[src/rtl/minibus_pkg.sv]
// -----------------------------------------------------------------------------
// minibus_pkg
// Shared types and constants for the minibus router.
//   minibus_router_state_e : router FSM states (IDLE, ACCESS, RESP)
//   MINIBUS_ERR_DATA       : default read data returned on any error response
// -----------------------------------------------------------------------------
package minibus_pkg;

   typedef enum logic [1:0] {
      IDLE   = 2'd0,
      ACCESS = 2'd1,
      RESP   = 2'd2
   } minibus_router_state_e;

   localparam logic [31:0] MINIBUS_ERR_DATA = 32'hDEAD_BEEF;

endpackage

[src/rtl/minibus_addr_match.sv]
// -----------------------------------------------------------------------------
// minibus_addr_match
// Combinational address decoder. Each slave owns the window [start, end);
// a window with start >= end is disabled. When windows overlap, the lowest
// slave index wins, so hit is always zero- or one-hot.
// Ports:
//   addr       in  ADDR_W              address to decode
//   map_start  in  SLAVE_COUNT*ADDR_W  window starts (inclusive), slave i at [i*ADDR_W +: ADDR_W]
//   map_end    in  SLAVE_COUNT*ADDR_W  window ends (exclusive)
//   hit        out SLAVE_COUNT         one-hot winning slave
//   miss       out 1                   no enabled window contains addr
// -----------------------------------------------------------------------------
module minibus_addr_match #(
   parameter int SLAVE_COUNT = 4,
   parameter int ADDR_W      = 32
) (
   input  logic [ADDR_W-1:0]             addr,
   input  logic [SLAVE_COUNT*ADDR_W-1:0] map_start,
   input  logic [SLAVE_COUNT*ADDR_W-1:0] map_end,
   output logic [SLAVE_COUNT-1:0]        hit,
   output logic                          miss
);

   logic [SLAVE_COUNT-1:0] in_win;

   for (genvar gi = 0; gi < SLAVE_COUNT; gi++) begin : g_win
      logic [ADDR_W-1:0] w_start;
      logic [ADDR_W-1:0] w_end;
      assign w_start    = map_start[gi*ADDR_W +: ADDR_W];
      assign w_end      = map_end[gi*ADDR_W +: ADDR_W];
      // start < end also rejects disabled windows, since no addr satisfies both bounds then
      assign in_win[gi] = (w_start < w_end) && (addr >= w_start) && (addr < w_end);
   end

   // Priority pick: keep only the lowest matching index.
   always_comb begin
      logic found;
      hit   = '0;
      found = 1'b0;
      for (int i = 0; i < SLAVE_COUNT; i++) begin
         if (in_win[i] && !found) begin
            hit[i] = 1'b1;
            found  = 1'b1;
         end
      end
   end

   assign miss = ~|in_win;

endmodule

[src/rtl/minibus_router.sv]
// -----------------------------------------------------------------------------
// minibus_router
// Registered, handshaked router from one minibus master to SLAVE_COUNT slaves.
// One transaction outstanding at a time: IDLE accepts and decodes, ACCESS
// waits for the selected slave, RESP presents a single-cycle response.
// Unmapped addresses answer with ERR_DATA / err=1 directly from IDLE.
// Optional feature macro: MINIBUS_ROUTER_TIMEOUT_EN -- when defined, an
// ACCESS lasting TIMEOUT_CYCLES cycles without a reply ends in an error
// response; when undefined, ACCESS waits for the slave indefinitely.
// Ports:
//   clk, rst                       clock, synchronous active-high reset
//   m_req_valid/ready/addr/wen/wdata/wstrb   master request channel
//   m_res_valid/rdata/err          master response (one-cycle pulse)
//   s_sel                          one-hot slave select
//   s_req_addr/wen/wdata/wstrb     latched request, broadcast to all slaves
//   s_res_valid/rdata/err          per-slave response inputs
//   map_start/map_end              per-slave [start,end) windows (static)
// -----------------------------------------------------------------------------
module minibus_router
   import minibus_pkg::*;
#(
   parameter int          SLAVE_COUNT    = 4,
   parameter int          ADDR_W         = 32,
   parameter int          DATA_W         = 32,
   parameter int          TIMEOUT_CYCLES = 256,
   parameter logic [31:0] ERR_DATA       = MINIBUS_ERR_DATA
) (
   input  logic                          clk,
   input  logic                          rst,
   input  logic                          m_req_valid,
   output logic                          m_req_ready,
   input  logic [ADDR_W-1:0]             m_req_addr,
   input  logic                          m_req_wen,
   input  logic [DATA_W-1:0]             m_req_wdata,
   input  logic [DATA_W/8-1:0]           m_req_wstrb,
   output logic                          m_res_valid,
   output logic [DATA_W-1:0]             m_res_rdata,
   output logic                          m_res_err,
   output logic [SLAVE_COUNT-1:0]        s_sel,
   output logic [ADDR_W-1:0]             s_req_addr,
   output logic                          s_req_wen,
   output logic [DATA_W-1:0]             s_req_wdata,
   output logic [DATA_W/8-1:0]           s_req_wstrb,
   input  logic [SLAVE_COUNT-1:0]        s_res_valid,
   input  logic [SLAVE_COUNT*DATA_W-1:0] s_res_rdata,
   input  logic [SLAVE_COUNT-1:0]        s_res_err,
   input  logic [SLAVE_COUNT*ADDR_W-1:0] map_start,
   input  logic [SLAVE_COUNT*ADDR_W-1:0] map_end
);

   localparam int                STRB_W   = DATA_W / 8;
   localparam logic [DATA_W-1:0] ERR_WORD = DATA_W'(ERR_DATA);

   minibus_router_state_e   state_q, state_d;
   logic                    m_req_ready_q, m_req_ready_d;
   logic                    m_res_valid_q, m_res_valid_d;
   logic [DATA_W-1:0]       m_res_rdata_q, m_res_rdata_d;
   logic                    m_res_err_q, m_res_err_d;
   logic [SLAVE_COUNT-1:0]  s_sel_q, s_sel_d;
   logic [ADDR_W-1:0]       s_req_addr_q, s_req_addr_d;
   logic                    s_req_wen_q, s_req_wen_d;
   logic [DATA_W-1:0]       s_req_wdata_q, s_req_wdata_d;
   logic [STRB_W-1:0]       s_req_wstrb_q, s_req_wstrb_d;

`ifdef MINIBUS_ROUTER_TIMEOUT_EN
   localparam int               CNT_W    = $clog2(TIMEOUT_CYCLES);
   localparam logic [CNT_W-1:0] CNT_LAST = CNT_W'(TIMEOUT_CYCLES - 1);
   logic [CNT_W-1:0]            cnt_q, cnt_d;
`endif

   logic [SLAVE_COUNT-1:0] dec_hit;
   logic                   dec_miss;

   minibus_addr_match #(
      .SLAVE_COUNT (SLAVE_COUNT),
      .ADDR_W      (ADDR_W)
   ) u_addr_match (
      .addr      (m_req_addr),
      .map_start (map_start),
      .map_end   (map_end),
      .hit       (dec_hit),
      .miss      (dec_miss)
   );

   // Response from the selected slave only; unselected slaves are masked off
   // by s_sel_q, which is all-zero outside ACCESS.
   logic [DATA_W-1:0] slot_rdata [SLAVE_COUNT];
   logic [DATA_W-1:0] sel_rdata;
   logic              sel_valid;
   logic              sel_err;

   for (genvar gi = 0; gi < SLAVE_COUNT; gi++) begin : g_slot
      assign slot_rdata[gi] = s_sel_q[gi] ? s_res_rdata[gi*DATA_W +: DATA_W] : '0;
   end

   always_comb begin
      sel_rdata = '0;
      for (int i = 0; i < SLAVE_COUNT; i++) begin
         sel_rdata = sel_rdata | slot_rdata[i];
      end
   end

   assign sel_valid = |(s_res_valid & s_sel_q);
   assign sel_err   = |(s_res_err & s_sel_q);

   always_comb begin
      state_d       = state_q;
      m_req_ready_d = m_req_ready_q;
      m_res_valid_d = 1'b0;
      m_res_rdata_d = m_res_rdata_q;
      m_res_err_d   = m_res_err_q;
      s_sel_d       = s_sel_q;
      s_req_addr_d  = s_req_addr_q;
      s_req_wen_d   = s_req_wen_q;
      s_req_wdata_d = s_req_wdata_q;
      s_req_wstrb_d = s_req_wstrb_q;
`ifdef MINIBUS_ROUTER_TIMEOUT_EN
      cnt_d         = cnt_q;
`endif
      case (state_q)
         IDLE: begin
            if (m_req_valid) begin
               s_req_addr_d  = m_req_addr;
               s_req_wen_d   = m_req_wen;
               s_req_wdata_d = m_req_wdata;
               s_req_wstrb_d = m_req_wstrb;
               m_req_ready_d = 1'b0;
               if (dec_miss) begin
                  m_res_rdata_d = ERR_WORD;
                  m_res_err_d   = 1'b1;
                  m_res_valid_d = 1'b1;
                  state_d       = RESP;
               end else begin
                  s_sel_d = dec_hit;
`ifdef MINIBUS_ROUTER_TIMEOUT_EN
                  cnt_d   = '0;
`endif
                  state_d = ACCESS;
               end
            end
         end
         ACCESS: begin
            // A reply in the final timeout cycle still wins over the timeout.
            if (sel_valid) begin
               m_res_rdata_d = sel_rdata;
               m_res_err_d   = sel_err;
               m_res_valid_d = 1'b1;
               s_sel_d       = '0;
               state_d       = RESP;
            end
`ifdef MINIBUS_ROUTER_TIMEOUT_EN
            else if (cnt_q == CNT_LAST) begin
               m_res_rdata_d = ERR_WORD;
               m_res_err_d   = 1'b1;
               m_res_valid_d = 1'b1;
               s_sel_d       = '0;
               state_d       = RESP;
            end else begin
               cnt_d = cnt_q + 1'b1;
            end
`endif
         end
         RESP: begin
            m_req_ready_d = 1'b1;
            state_d       = IDLE;
         end
         default: begin
            m_req_ready_d = 1'b1;
            s_sel_d       = '0;
            state_d       = IDLE;
         end
      endcase
   end

   always_ff @(posedge clk) begin
      if (rst) begin
         state_q       <= IDLE;
         m_req_ready_q <= 1'b1;
         m_res_valid_q <= 1'b0;
         m_res_rdata_q <= '0;
         m_res_err_q   <= 1'b0;
         s_sel_q       <= '0;
         s_req_addr_q  <= '0;
         s_req_wen_q   <= 1'b0;
         s_req_wdata_q <= '0;
         s_req_wstrb_q <= '0;
`ifdef MINIBUS_ROUTER_TIMEOUT_EN
         cnt_q         <= '0;
`endif
      end else begin
         state_q       <= state_d;
         m_req_ready_q <= m_req_ready_d;
         m_res_valid_q <= m_res_valid_d;
         m_res_rdata_q <= m_res_rdata_d;
         m_res_err_q   <= m_res_err_d;
         s_sel_q       <= s_sel_d;
         s_req_addr_q  <= s_req_addr_d;
         s_req_wen_q   <= s_req_wen_d;
         s_req_wdata_q <= s_req_wdata_d;
         s_req_wstrb_q <= s_req_wstrb_d;
`ifdef MINIBUS_ROUTER_TIMEOUT_EN
         cnt_q         <= cnt_d;
`endif
      end
   end

   assign m_req_ready = m_req_ready_q;
   assign m_res_valid = m_res_valid_q;
   assign m_res_rdata = m_res_rdata_q;
   assign m_res_err   = m_res_err_q;
   assign s_sel       = s_sel_q;
   assign s_req_addr  = s_req_addr_q;
   assign s_req_wen   = s_req_wen_q;
   assign s_req_wdata = s_req_wdata_q;
   assign s_req_wstrb = s_req_wstrb_q;

endmodule

[config.mk]
export PLATFORM = sky130hd
export DESIGN_NAME = minibus_router
export DESIGN_NICKNAME = d
export VERILOG_FILES = /design/src/rtl/minibus_pkg.sv /design/src/rtl/minibus_addr_match.sv /design/src/rtl/minibus_router.sv
export SDC_FILE = /design/constraint.sdc
export NUM_CORES = 1
export LEC_CHECK = 0
export BUFFER_PORTS_ARGS = -buffer_cell sky130_fd_sc_hd__clkbuf_2
export CORE_MARGIN = 5
export CORE_UTILIZATION = 27
export CTS_CLUSTER_DIAMETER = 30
export DETAILED_ROUTE_END_ITERATION = 8
export PLACE_DENSITY_LB_ADDON = 0.3
export SYNTH_ARGS = -nofsm -noshare
export SYNTH_HDL_FRONTEND = slang
export SYNTH_HIERARCHICAL = 1
export SYNTH_SLANG_ARGS = --single-unit
[constraint.sdc]
create_clock -name clk -period 3.6 [get_ports clk]
set_clock_uncertainty 0.05 [all_clocks]
set_input_delay 0.72 -clock clk [delete_from_list [all_inputs] [get_ports clk]]
set_output_delay 0.72 -clock clk [all_outputs]
set_load 0.02 [all_outputs]
Word-level counts from Yosys, hierarchy flattened --
Cells that the tools add are included.
Storage, ports and cells: register bits after elaboration 110, bits in latches 0, memory bits (writable) 0, memory bits (read-only) 0, input bits 464, memories 0
Operators by class: add/subtract/negate cells 0, $mul 0, div/mod/pow operators 0, order comparisons 12, equal/unequal tests 6, shift operators 0, multiplexer cells 32, bitwise operators 7, reduce and logical (&&, ||, !) cells 24
Operator list (number):
- less-than comparator 32 bit | 8
- 2-to-1 mux 32 bit | 7
- greater-or-equal comparator 32 bit | 4
- OR 32 bit | 3
- case mux 32 bit (2 select lines) | 1
- 2-to-1 mux 1 bit | 13
- 2-to-1 mux 4 bit | 3
- case mux 4 bit (3 select lines) | 1
- OR reduction 4 bit | 3
- logical AND 1 bit | 11
- bitwise AND 4 bit | 2
- AND reduction 4 bit | 2
- 2-to-1 mux 2 bit | 3
- != test 2 bit (second input constant) | 3
- case mux 1 bit (2 select lines) | 3
- AND reduction 2 bit | 3
- case mux 2 bit (2 select lines) | 1
- zero test 1 bit | 3
- == test 2 x 1 -> 1 bit (second input constant) | 1
- == test 2 bit (second input constant) | 1
- zero test 2 bit | 1
- != test 2 x 1 -> 1 bit (second input constant) | 1
- NOT 1 bit | 2
- nonzero test 2 bit | 1

Longest topological paths before layout --
depth after elaboration 16, gate-level depth with buffers 15

By module --
The synthesis kept the hierarchy.
Modules (own cells, without submodules):
- minibus_addr_match | times used 1, cells each 1197, area each 8943.6 um^2, seq. area each 0.0 um^2
- minibus_router | times used 1, cells each 530, area each 4504.3 um^2, seq. area each 2202.1 um^2

Worst setup path after synthesis --
Ideal clock, no wire load.
path type input -> register, start point input map_start[19], end point register m_res_rdata_q[22] (netlist: m_res_rdata[22]), setup time 132 ps, arrival 3550 ps, required time 3418 ps, setup slack -132 ps, cell stages on the path 15, buffers on the path 3, path through inv_1 ha_1 a21oi_2 o21ai_1 a221o_1 a2111o_1 a31oi_1 and4b_4 buf_6 nor4b_2 nand4bb_1 nand2b_1 buf_6 buf_6 o32ai_1
On the way: cells in the longest elaborated chain, start to end 6
Ends and longest elaborated chain:
- from (decl) | line minibus_router.sv:47 | input logic [SLAVE_COUNT*ADDR_W-1:0] map_start,
- less-than comparator 32 bit or greater-or-equal comparator 32 bit (tied branches) | line minibus_addr_match.sv:32 | assign in_win[gi] = (w_start < w_end) && (addr >= w_start) && (addr < w_end);
- logical AND 1 bit (*) (2 in a row) | line minibus_addr_match.sv:32
- OR reduction 4 bit (*) | line minibus_addr_match.sv:48 | assign miss = ~|in_win;
- != test 2 bit (no line) (*)
- AND reduction 4 bit (no line) (*)
- to (signal assigned) | line minibus_router.sv:194 | m_res_rdata_q <= m_res_rdata_d;
- to (decl) | line minibus_router.sv:57 | logic [DATA_W-1:0] m_res_rdata_q, m_res_rdata_d;
Every way passes the cells marked *; elsewhere a longest branch is shown, timed or not. A chain may end at the register's enable or synchronous reset.

Worst setup path in the final report --
start point input m_req_addr[30], end point register m_res_rdata_q[21] (netlist: m_res_rdata[21])
On the way: cells in the longest elaborated chain, start to end 6
Ends and longest elaborated chain:
- from (decl) | line minibus_router.sv:32 | input logic [ADDR_W-1:0] m_req_addr,
- greater-or-equal comparator 32 bit | line minibus_addr_match.sv:32
- logical AND 1 bit (2 in a row) | line minibus_addr_match.sv:32
- OR reduction 4 bit (*) | line minibus_addr_match.sv:48
- != test 2 bit (no line) (*)
- AND reduction 4 bit (no line) (*)
Marks and branches as above.

==> impl_metrics.py <==
metrics = {
    "routing": {
        "ant_nets": 0,
        "wl_per_cell_um": 18.9,
        "viasPerCell": 4.91,
        "route.detailed.drc": 0,
        "wirelength_um": 58500,
        "dr.pass1.iters": 5,
        "dr.first_iter.drc_count": 732,
        "vias": 15200,
    },
    "cts": {
        "cts_resized": 0,
        "clk_pin_slew_ps": 70,
        "cts-root-buf": "clkbuf_16",
        "cts_setup_buffers": 0,
        "clock_latency_ps": 360,
        "cts_made_buffers": 9,
        "cts.sinks": 110,
        "tritoncts": "done",
        "clk_path_buf_depth": 2,
        "hold_buffers": 0,
        "htreeDepth": 3,
    },
    "synth": {
        "synth.ff_latch_count": 110,
        "avgSynthCellArea_um2": 7.79,
        "synth.area.mux_share_pct": 0,
        "synth_compound_area_share_pct": 25.0,
        "synthArstFlopShare_pct": 0,
        "netlist_instances": 1727,
        "yosysUniqueCellTypes": 67,
        "synthAdderAreaFrac_pct": 35.0,
        "synth_edf_count": 0,
        "synth_xor_area_share_pct": 0,
        "synth_top_family_by_area": "adder cells",
        "synth-seq-area-share_pct": 16.4,
        "synth_nets": 2567,
        "synthSimpleGateAreaFrac_pct": 14.7,
        "ys_warn_count": 6,
        "synth_flop_cell": "dfxtp_1",
        "synth_area_um2": 13400,
    },
    "timing": {
        "fin_ws_ps": 139,
        "tightest_slew_ps": 1100,
        "max_slew_margin_pct": 26.5,
        "whs_ps": 403,
        "setup_viol_count_final": 0,
        "rsz0062_at_grt": "no",
        "slew_viol_final": 0,
        "fin_crit_sh_pct": 96.1,
        "period_minus_slack_ps": 3460,
        "finalHoldViolations": 0,
        "fmax_mhz": 289,
    },
    "die": {
        "die_h_um": 233,
        "start_util_pct": 27.4,
        "die_w_um": 233,
        "core_um2": 49200,
        "num_io_pins": 572,
        "rows": 81,
        "die_area_um2": 54400,
    },
    "status": {
        "status": "completed",
    },
    "pwr": {
        "p_per_area_nw_per_um2": 248,
        "peakVddDrop_mv": 0.205,
        "p_leak_uw": 0.0103,
    },
    "setup_path": {
        "reg2reg_from": "state_q[1]",
        "ff2ff_path_depth": 4,
        "worstPathMaxFanout": 33,
        "critPathRequiredTime_ps": 3810,
        "rr_endpoint": "s_req_addr[13]",
        "arrival_ps": 3670,
        "path_class": "in2reg",
        "rrSetupSlack_ps": 1510,
        "crit_path_end_kind": "flop",
        "worst_setup_path_start_kind": "input port",
    },
    "final_layout": {
        "num-fill-cells": 5257,
        "area_growth_pct": 37.7,
        "drive_above_1_share_pct": 31.7,
        "final_cell_mix": "clkbuf_2 (570), ha_1 (376), inv_1 (256)",
        "layout_commonest_cell": "clkbuf_2",
        "nets": 3262,
    },
    "global_route": {
        "grt.total_usage_pct": 20.2,
        "grt_overflow_total": 0,
        "grt_max_degree": 99,
        "grt_pass1_vias": 15300,
        "grt_pass1_wl_um": 86000,
        "antenna_found_initial": 15,
    },
    "run": {
        "drv_cap": 0,
    },
    "worst_hold_path": {
        "min_path_type": "reg2reg",
        "worstHoldStart": "s_req_addr[29]",
        "hold_path_end": "s_req_addr[29]",
        "min_path_cells": 2,
    },
    "placed_design": {
        "gp_congestion": 0.968,
        "placement.io_buffers": 571,
        "dp_hpwl_um": 51600,
        "dp_slack_ps": -345,
    },
}
## stage by stage
step | instance area, µm² | setup TNS [ps] | std cells | power [µW] | utilization, %
global placement | 18200 | -10610 | 3075 | 3560 | 37.0
global route | 18500 | 0 | 3096 | 4950 | 37.7
CTS | 18500 | 0 | 3091 | 4630 | 37.6
floorplan | 13500 | 0 | 1727 | 2610 | -
detailed placement | 18200 | -10740 | 3075 | 3620 | 37.0
finish | 18500 | 0 | 3100 | 4580 | 37.7
## report_power, final
| part | internal, µW | switching [µW] |
|---|---|---|
| sequential | 1340 | 70.6 |
| combinational | 942 | 1240 |
| clock | 480 | 508 |
| total | 2760 | 1820 |
## cell usage after synthesis, types with 31 or more instances
| library cell | count | area (µm²) |
|---|---|---|
| ha_1 | 376 | 4700 |
| inv_1 | 256 | 961 |
| nand2_1 | 220 | 826 |
| a21oi_1 | 195 | 976 |
| dfxtp_1 | 110 | 2200 |
| o21ai_0 | 64 | 320 |
| a22oi_1 | 51 | 383 |
| nand4_1 | 49 | 307 |
| a21o_1 | 42 | 315 |
| nor2_1 | 42 | 158 |
| clkbuf_1 | 35 | 131 |
| a31oi_1 | 32 | 200 |
| o21a_1 | 31 | 233 |
## critical path, cell delays in order
cell and delay (ps):
clkbuf_2 180, ha_1 350, a21oi_1 150, nand2_1 80, a22o_1 230, a2111oi_0 550
nand4_1 230, a2111oi_2 310, buf_4 200, nor4b_4 50, nand4bb_1 120, nand2b_1 100
buf_12 180, o21a_1 170
## cell families (layout without fill, tap and decap cells)
kind of cell	Yosys count	in the layout
compound gates	520	520
simple gates	414	414
fa+ha+maj	376	376
buf+inv	307	1007
flops	110	110
other cells	0	9
## per-layer routing
layer / up-vias / part of all wire [%] / track usage, %
met2: 453 / 47 / 33.6
met5: - / 0.14 / 0
met1: 7028 / 45 / 27.0
met4: 12 / 1.9 / 4.19
met3: 75 / 6.7 / 4.44
li1: 7650 / - / -
## area by class of cell
class,count,area (µm²),share of cell area [%]
Antenna cell,9,22.5,0.122
Clock buffer,9,225,1.22
Clock inverter,7,61.3,0.331
Inverter,256,961,5.19
Multi-Input combinational cell,1310,10100,54.5
Sequential cell,110,2200,11.9
Tap cell,664,831,4.49
Timing Repair Buffer,735,4130,22.3
## flip-flops by register name (all words and copies together) (netlist names)
register	flops
m_res_rdata	32
s_req_addr	32
state_q	2
m_res_valid	1
s_sel	4
s_req_wstrb	4
s_req_wen	1
m_res_err	1
s_req_wdata	32
m_req_ready	1
## worst max path at each step
stage	to	startpoint	cells after the start
2_1_floorplan	m_res_rdata[22]	map_start[19]	15
6_report	m_res_rdata[21]	m_req_addr[30]	14
5_1_grt	m_res_rdata[24]	map_end[100]	14
3_3_place_gp	m_res_rdata[22]	m_req_addr[1]	14
3_5_place_dp	m_res_rdata[24]	m_req_addr[6]	14
4_1_cts	m_res_rdata[8]	m_req_addr[6]	14
Note: power is estimated with default switching activity, not from simulation.
